## src/rtl/spi_ram_ctrl.sv

```systemverilog
// Command-driven single-port word memory fed by SPI slave opcode frames.
// Supports address auto-increment with wrap, tx backpressure and sticky error flags.
module spi_ram_ctrl #(
    parameter int MEM_DEPTH = 256,
    parameter int DATA_W    = 8,
    parameter int AUTO_INC  = 1,
    localparam int ADDR_W   = $clog2(MEM_DEPTH),
    localparam int PAY_W    = (ADDR_W > DATA_W) ? ADDR_W : DATA_W
) (
    input  logic              clk,
    input  logic              rst,
    input  logic              rx_valid,
    input  logic [PAY_W+1:0]  rx_data,
    output logic [DATA_W-1:0] tx_data,
    output logic              tx_valid,
    input  logic              tx_ready,
    input  logic              err_clr,
    output logic              addr_err,
    output logic              overrun
);

    typedef enum logic [1:0] {
        OP_SET_WR = 2'b00,
        OP_WRITE  = 2'b01,
        OP_SET_RD = 2'b10,
        OP_READ   = 2'b11
    } op_e;

    localparam logic [ADDR_W:0]   DEPTH_C   = (ADDR_W + 1)'(MEM_DEPTH);
    localparam logic [ADDR_W-1:0] LAST_ADDR = ADDR_W'(MEM_DEPTH - 1);

    logic [DATA_W-1:0] mem [MEM_DEPTH];
    logic [ADDR_W-1:0] wr_addr;
    logic [ADDR_W-1:0] rd_addr;

    op_e               op;
    logic [ADDR_W-1:0] pay_addr;
    logic [DATA_W-1:0] pay_data;
    logic              addr_ok;
    logic              wr_en;
    logic              rd_fire;
    logic              rd_drop;
    logic              set_err;

    function automatic logic [ADDR_W-1:0] bump(input logic [ADDR_W-1:0] a);
        return (a == LAST_ADDR) ? '0 : a + 1'b1;
    endfunction

    always_comb begin
        op       = op_e'(rx_data[PAY_W+1:PAY_W]);
        pay_addr = rx_data[ADDR_W-1:0];
        pay_data = rx_data[DATA_W-1:0];
        addr_ok  = {1'b0, pay_addr} < DEPTH_C;
        wr_en    = rx_valid && (op == OP_WRITE);
        // A read is taken if the tx slot is free or is being emptied at this edge.
        rd_fire  = rx_valid && (op == OP_READ) && (!tx_valid || tx_ready);
        rd_drop  = rx_valid && (op == OP_READ) && tx_valid && !tx_ready;
        set_err  = rx_valid && ((op == OP_SET_WR) || (op == OP_SET_RD)) && !addr_ok;
    end

    always_ff @(posedge clk) begin
        if (wr_en) begin
            mem[wr_addr] <= pay_data;
        end
    end

    always_ff @(posedge clk or posedge rst) begin
        if (rst) begin
            wr_addr <= '0;
            rd_addr <= '0;
        end else if (rx_valid) begin
            case (op)
                OP_SET_WR: if (addr_ok) wr_addr <= pay_addr;
                OP_WRITE:  if (AUTO_INC != 0) wr_addr <= bump(wr_addr);
                OP_SET_RD: if (addr_ok) rd_addr <= pay_addr;
                OP_READ:   if (rd_fire && (AUTO_INC != 0)) rd_addr <= bump(rd_addr);
                default: ;
            endcase
        end
    end

    always_ff @(posedge clk or posedge rst) begin
        if (rst) begin
            tx_data  <= '0;
            tx_valid <= 1'b0;
        end else if (rd_fire) begin
            tx_data  <= mem[rd_addr];
            tx_valid <= 1'b1;
        end else if (tx_valid && tx_ready) begin
            tx_valid <= 1'b0;
        end
    end

    // Set has priority over clear when both happen at the same edge.
    always_ff @(posedge clk or posedge rst) begin
        if (rst) begin
            addr_err <= 1'b0;
            overrun  <= 1'b0;
        end else begin
            addr_err <= (addr_err && !err_clr) || set_err;
            overrun  <= (overrun && !err_clr) || rd_drop;
        end
    end

endmodule

```

## config.mk

```make
export PLATFORM = sky130hd
export DESIGN_NAME = spi_ram_ctrl
export DESIGN_NICKNAME = d
export VERILOG_FILES = /design/src/rtl/spi_ram_ctrl.sv
export SDC_FILE = /design/constraint.sdc
export NUM_CORES = 2
export LEC_CHECK = 0
export BUFFER_PORTS_ARGS = -buffer_cell sky130_fd_sc_hd__buf_4
export CORE_ASPECT_RATIO = 1.5
export CORE_MARGIN = 10
export CORE_UTILIZATION = 45
export CTS_BUF_LIST = sky130_fd_sc_hd__clkbuf_4 sky130_fd_sc_hd__clkbuf_8
export DETAILED_ROUTE_END_ITERATION = 10
export PLACE_DENSITY_LB_ADDON = 0.08
export SYNTH_ARGS = -nofsm -noshare
export SYNTH_HDL_FRONTEND = slang
export SYNTH_SLANG_ARGS = --single-unit
```

## constraint.sdc

```tcl
create_clock -name clk -period 4.21 [get_ports clk]
set_input_delay 0.6315 -clock clk [delete_from_list [all_inputs] [get_ports clk]]
set_output_delay 0.6315 -clock clk [all_outputs]
set_load 0.01 [all_outputs]
```

Word level (Yosys, flattened, before mapping)
Memory sizes are Yosys's and may differ from the RTL's. A register that Yosys moved wholly into a read port is not among the register bits.
Cells that the tools add are included.
{"block": "op_classes", "add_sub_neg": 2, "multipliers": 0, "div": 0, "n_lt_le_gt_ge": 0, "n_eq_ne": 6, "shift": 0, "mux": 9, "bitwise_logic": 0, "n_reduce_logical": 19}
{"cell": "$pmux W8 S2", "count": 2}
{"cell": "$mux W8", "count": 3}
{"cell": "$add A8 B1 Y8 const B", "count": 2}
{"cell": "$eq A8 B8 Y1 const B", "count": 2}
{"cell": "$logic_and A1 B1 Y1", "count": 8}
{"cell": "$reduce_bool A2 Y1", "count": 3}
{"cell": "$eq A2 B2 Y1 const B", "count": 2}
{"cell": "$mux W1", "count": 4}
{"cell": "$logic_not A1 Y1", "count": 3}
{"cell": "$reduce_and A3 Y1", "count": 1}
{"cell": "$eq A2 B1 Y1 const B", "count": 1}
{"cell": "$logic_not A2 Y1", "count": 1}
{"cell": "$logic_or A1 B1 Y1", "count": 2}
{"cell": "$ne A2 B2 Y1 const B", "count": 1}
{"cell": "$reduce_and A2 Y1", "count": 1}
{"block": "totals", "register_bits": 19, "latch_bits": 0, "ram_bits": 2048, "rom_bits": 0, "input_bits": 15, "output_inout_bits": 11, "wordCells": 42, "mem_count": 1}
{"memory": "mem", "words": 256, "width": 8, "rd": 1, "rd_clocked_by_memory_dff": 1, "write_ports": 1, "line_no": "32", "text": "logic [DATA_W-1:0] mem [MEM_DEPTH];"}

Depth between registers and ports, before layout
{"block": "depth", "ltp_word": 5, "mapped_depth": 12, "mapped_depth_nobuf": 6}

Least setup slack after synthesis
OpenSTA, ideal clock, no wires.
{"block": "synth_timing", "kind": "input to register", "from": "input port rx_data[8]", "to": "memory mem[84][0], enable pin", "setup_time_ps": 370, "t_arrival_ps": 2363, "required_time_ps": 3840, "setup_slack_ps": 1477, "cell_stages": 7, "path_buffers": 3, "path_cell_list": "buf_2 -> inv_1 -> nor2_1 -> clkbuf_1 -> nand3_1 -> clkbuf_1 -> nor2_1"}
{"block": "synth_between", "elab_chain_len": 4}
{"element": "start, declared", "line_no": "13", "text": "input logic [PAY_W+1:0] rx_data,"}
{"element": "$eq A2 B1 Y1", "line_no": "54", "text": "wr_en = rx_valid && (op == OP_WRITE);"}
{"element": "$logic_and A1 B1 Y1", "line_no": "54"}
{"element": "$mux W1", "line_no": "62", "text": "if (wr_en) begin"}
{"element": "$mux W1 (implied by the code)", "line_no": "63", "text": "mem[wr_addr] <= pay_data;"}
{"element": "end, declared", "line_no": "32"}
No other way between the ends.

==> summary.txt <==
Status
  • Status: completed

Pwr
  • Peak VDD IR: between 200 and 300 uV
  • Tot Pwr: approximately 0.046 W
  • Static Leakage: 29.6 nW
  • Power per unit of standard cell area: between 400 and 500 mW/mm^2

Worst hold path
  • Path type of the worst min-delay path: input port to flip-flop

Clocking
  • CTS Buf Count: about 320
  • Worst skew pair latency: ~0.95 ns
  • Max Root-Sink Buffers: 4
  • CTS Root Buffer Type: clkbuf_8
  • Number of clock sinks: 2,075
  • Clk pin slew, worst setup/hold paths: 0.07 ns
  • Maximum level of the CTS H-tree: 5
  • Post_cts resized: 0
  • TritonCTS clock tree: yes

Detailed routing
  • Via count normalized by instance count: 5.99
  • DRC errors left: 0
  • Iteration-0 DRC Markers: between 3,000 and 4,000
  • Overall via count from detail_route: about 42,000
  • Antenna-violating nets left: 0
  • TritonRoute pass-1 iters: 5
  • Average detailed-routed wire length per instance: between 30 and 40 um
  • Total Wirelength: 242 mm

STA
  • Shortest clock period the worst path allows after layout: about 4.1 ns
  • Fmax: around 240 MHz
  • Relative max-transition margin: 9.08%
  • Worst clock skew: 0.0455 ns
  • Count of final setup violators: 0
  • Number of pins with negative max-slew slack in the final report: 0
  • Setup repair after global routing missed its margin: false
  • Number of endpoints with negative hold slack in the final report: 0
  • Sum of negative setup slack: 0 ns
  • Slew at the pin with the worst max-slew slack: ~1.4 ns
  • Final Cycle Share: 98.4%
  • Slack of the critical path: around 0.065 ns

Setup path
  • Required @ worst endpoint: roughly 5.0 ns
  • Most frequent cell on the critical path: buf_4
  • Worst setup SP type: flip-flop
  • Critical path capture point type: flip-flop
  • Data arrival time of the critical path: 4.95 ns
  • WS Path Type: flip-flop to flip-flop
  • Cells traversed along the worst timing path: buf_4 -> mux4_2 -> a22o_1 -> a2111oi_1 -> buf_4 -> nor4_1 -> nand4b_1 -> o211ai_1
  • CP max-delay cell: a2111oi_1
  • Delay contributed by the slowest stage of the critical path: around 1.1 ns
  • Worst Path Max Fanout: 32

GRT
  • Sum of overflow across all layers after global routing: 0
  • Antenna violations before repair: 7
  • Maximum number of pins on one net before global-route repair: 132
  • Global-route wire length before repair: approximately 340 mm
  • Via count of the first global-routing pass: roughly 44,000
  • Gr usage total: between 20% and 30%

Synth
  • Synth unique cells: 69
  • Number of flops mapped to enable cells by yosys: approximately 2,000
  • Most used flip-flop cell after synthesis: edfxtp_1
  • Portion of the post-synthesis area used by sequential elements: between 70 and 80%
  • Synthesis Warnings: 0
  • Number of synthesized register bits: ~2,100
  • Number of cells produced by synthesis: approximately 4,100
  • Syn nets: about 4,100
  • Fraction of registers with async set/reset: under 10%
  • Post-Syn Area: 0.0817 mm^2
  • Average footprint of a synthesized cell: about 20 um^2

Placed design
  • Weighted congestion reported at the end of routability-driven placement: 0.867
  • Half-perimeter wire length of the detailed placement result: between 150 and 200 mm
  • DP Worst Slack: between 0.1 and 0.15 ns
  • Number of I/O port buffers: 25
  • Placed Instances: ~6,500

Cells and area
  • Final core utilization: about half
  • Area taken by flip-flops and latches: roughly 0.062 mm^2
  • FILL cells: roughly 15,000
  • Area of combinational cells with multiple inputs: 0.0179 mm^2
  • Final instance count without filler cells: around 7,100
  • Area growth from synthesis to layout: 12.6%
  • Net count reported at finish: approximately 4,500
  • Proportion of layout cells with a drive suffix above 1: between 20 and 30%

Die
  • Core outline area: between 0.15 and 0.2 mm^2
  • Initial Util: 45.2%
  • Floorplan die area: ~0.2 mm^2
  • Total I/O pin count: 26
  • Die width: between 300 and 400 um
  • Die H: 542 um
  • Number of placement rows: 191

Job
  • Number of maximum-capacitance violations: 0
[Yosys cell counts (12+ instances only)]
cell,number,area [um^2]
nand4_1,23,144
a2111oi_0,13,114
mux4_2,335,7540
nand3_1,64,320
a221oi_1,16,140
nor4_1,18,113
o22ai_1,66,413
buf_4,23,173
buf_6,18,203
nand2_1,114,428
dfrtp_1,27,676
o21ai_0,47,235
nor2b_1,14,87.6
o221ai_1,46,403
a21oi_1,68,340
nor3_1,31,155
clkbuf_1,105,394
buf_2,61,305
a22o_1,22,193
mux2i_1,226,2260
a22oi_1,57,428
edfxtp_1,2048,61500
a31oi_1,12,75.1
a211oi_1,21,158
nor2_1,297,1110
and2_1,12,75.1
buf_8,27,405
mux4_1,59,1550
mux2_2,42,473
[critical path, delay by kind of cell (launching register included)]
family | cells | cell delay, ns
DFF | 1 | 0.85
and+or+nand+nor | 2 | 0.35
AOI/OAI and AO/OA | 3 | 1.57
muxes | 1 | 0.38
buffers and inverters | 2 | 0.83
[power by group]
part           switching, W  total [W]  internal (W)
Sequential         0.000259     0.0230        0.0228
Combinational       0.00395    0.00632       0.00237
Clock               0.00782     0.0164       0.00857
Total                0.0120     0.0457        0.0337
[worst paths after layout]
| kind | cells after the start | endpoint | startpoint | slack (ns) |
|---|---|---|---|---|
| min reg2reg | 1 | addr_err$_DFF_PP0_ | addr_err$_DFF_PP0_ | 0.50 |
| min in group asynchronous | 4 | addr_err$_DFF_PP0_ | rst | 0.38 |
| max reg2reg | 8 | tx_data[7]$_DFFE_PP0N_ | rd_addr[4]$_DFFE_PP0P_ | 0.07 |
| max in group asynchronous | 4 | rd_addr[2]$_DFFE_PP0P_ | rst | 3.41 |
| max | 8 | tx_data[7]$_DFFE_PP0N_ | rd_addr[4]$_DFFE_PP0P_ | 0.07 |
| min | 3 | tx_valid$_DFFE_PP0P_ | tx_ready | 0.18 |
[layer usage]
metal  wire [um]  up-vias  share of wire, %  GRT usage, %
met5          44        -             0.018             0
met4       11400        6               4.7          10.4
met3       13700      435               5.7          3.93
met2      125000     1519                52          41.7
met1       91900    22781                38          29.4
li1            -    17688                 -             -
[flip-flops by register name (all words and copies together), names as in the netlist]
| name | cells |
|---|---|
| tx_data | 8 |
| overrun | 1 |
| wr_addr | 8 |
| rd_addr | 8 |
| addr_err | 1 |
| tx_valid | 1 |
| mem | 2048 |
[cells by family (layout without fill, tap and decap cells)]
| logic type | count (synthesis) | count (layout) | synth area share [%] |
|---|---|---|---|
| muxes | 662 | 662 | 14.5 |
| adders and majority gates | 5 | 5 | 0.0766 |
| AOI/OAI and AO/OA | 435 | 435 | 3.78 |
| buffers and inverters | 263 | 870 | 2.15 |
| DFF | 2075 | 2075 | 76.1 |
| and+or+nand+nor | 620 | 620 | 3.42 |
| other | 0 | 2 | 0 |
[layout make-up]
| cell class | count | area share (%) |
|---|---|---|
| flip-flops and latches | 2075 | 67.6 |
| clock buffers | 434 | 5.84 |
| well taps | 2412 | 3.28 |
| inverters | 11 | 0.0476 |
| repair buffers | 301 | 3.10 |
| multi-input cells | 1722 | 19.4 |
| clock inverters | 124 | 0.727 |
| diodes | 2 | 0.00544 |
[what timing repair did]
item / in CTS / in global routing
setup buffers: 0 / 0
endpoints found under the hold margin: 32 / 0
hold buffers: 3 / 0
[stage by stage]
stage          instance area, um^2  hold WS (ns)
6_report                     92000         0.182
5_1_grt                      92000         0.138
4_1_cts                      92000        0.0949
3_5_place_dp                 86000         0.495
3_3_place_gp                 86000         0.486
2_1_floorplan                81700         0.503
[layout by cell type (no fill, tap or decap), drive strengths merged, types with 57 or more instances in the layout]
| cell | n |
|---|---|
| nor2 | 297 |
| mux4 | 394 |
| mux2i | 226 |
| buf | 297 |
| clkinv | 110 |
| clkbuf | 435 |
| nand2 | 114 |
| o22ai | 66 |
| a22oi | 57 |
| nand3 | 64 |
| a21oi | 68 |
| edfxtp | 2048 |
(Power assumes the default switching activity.)
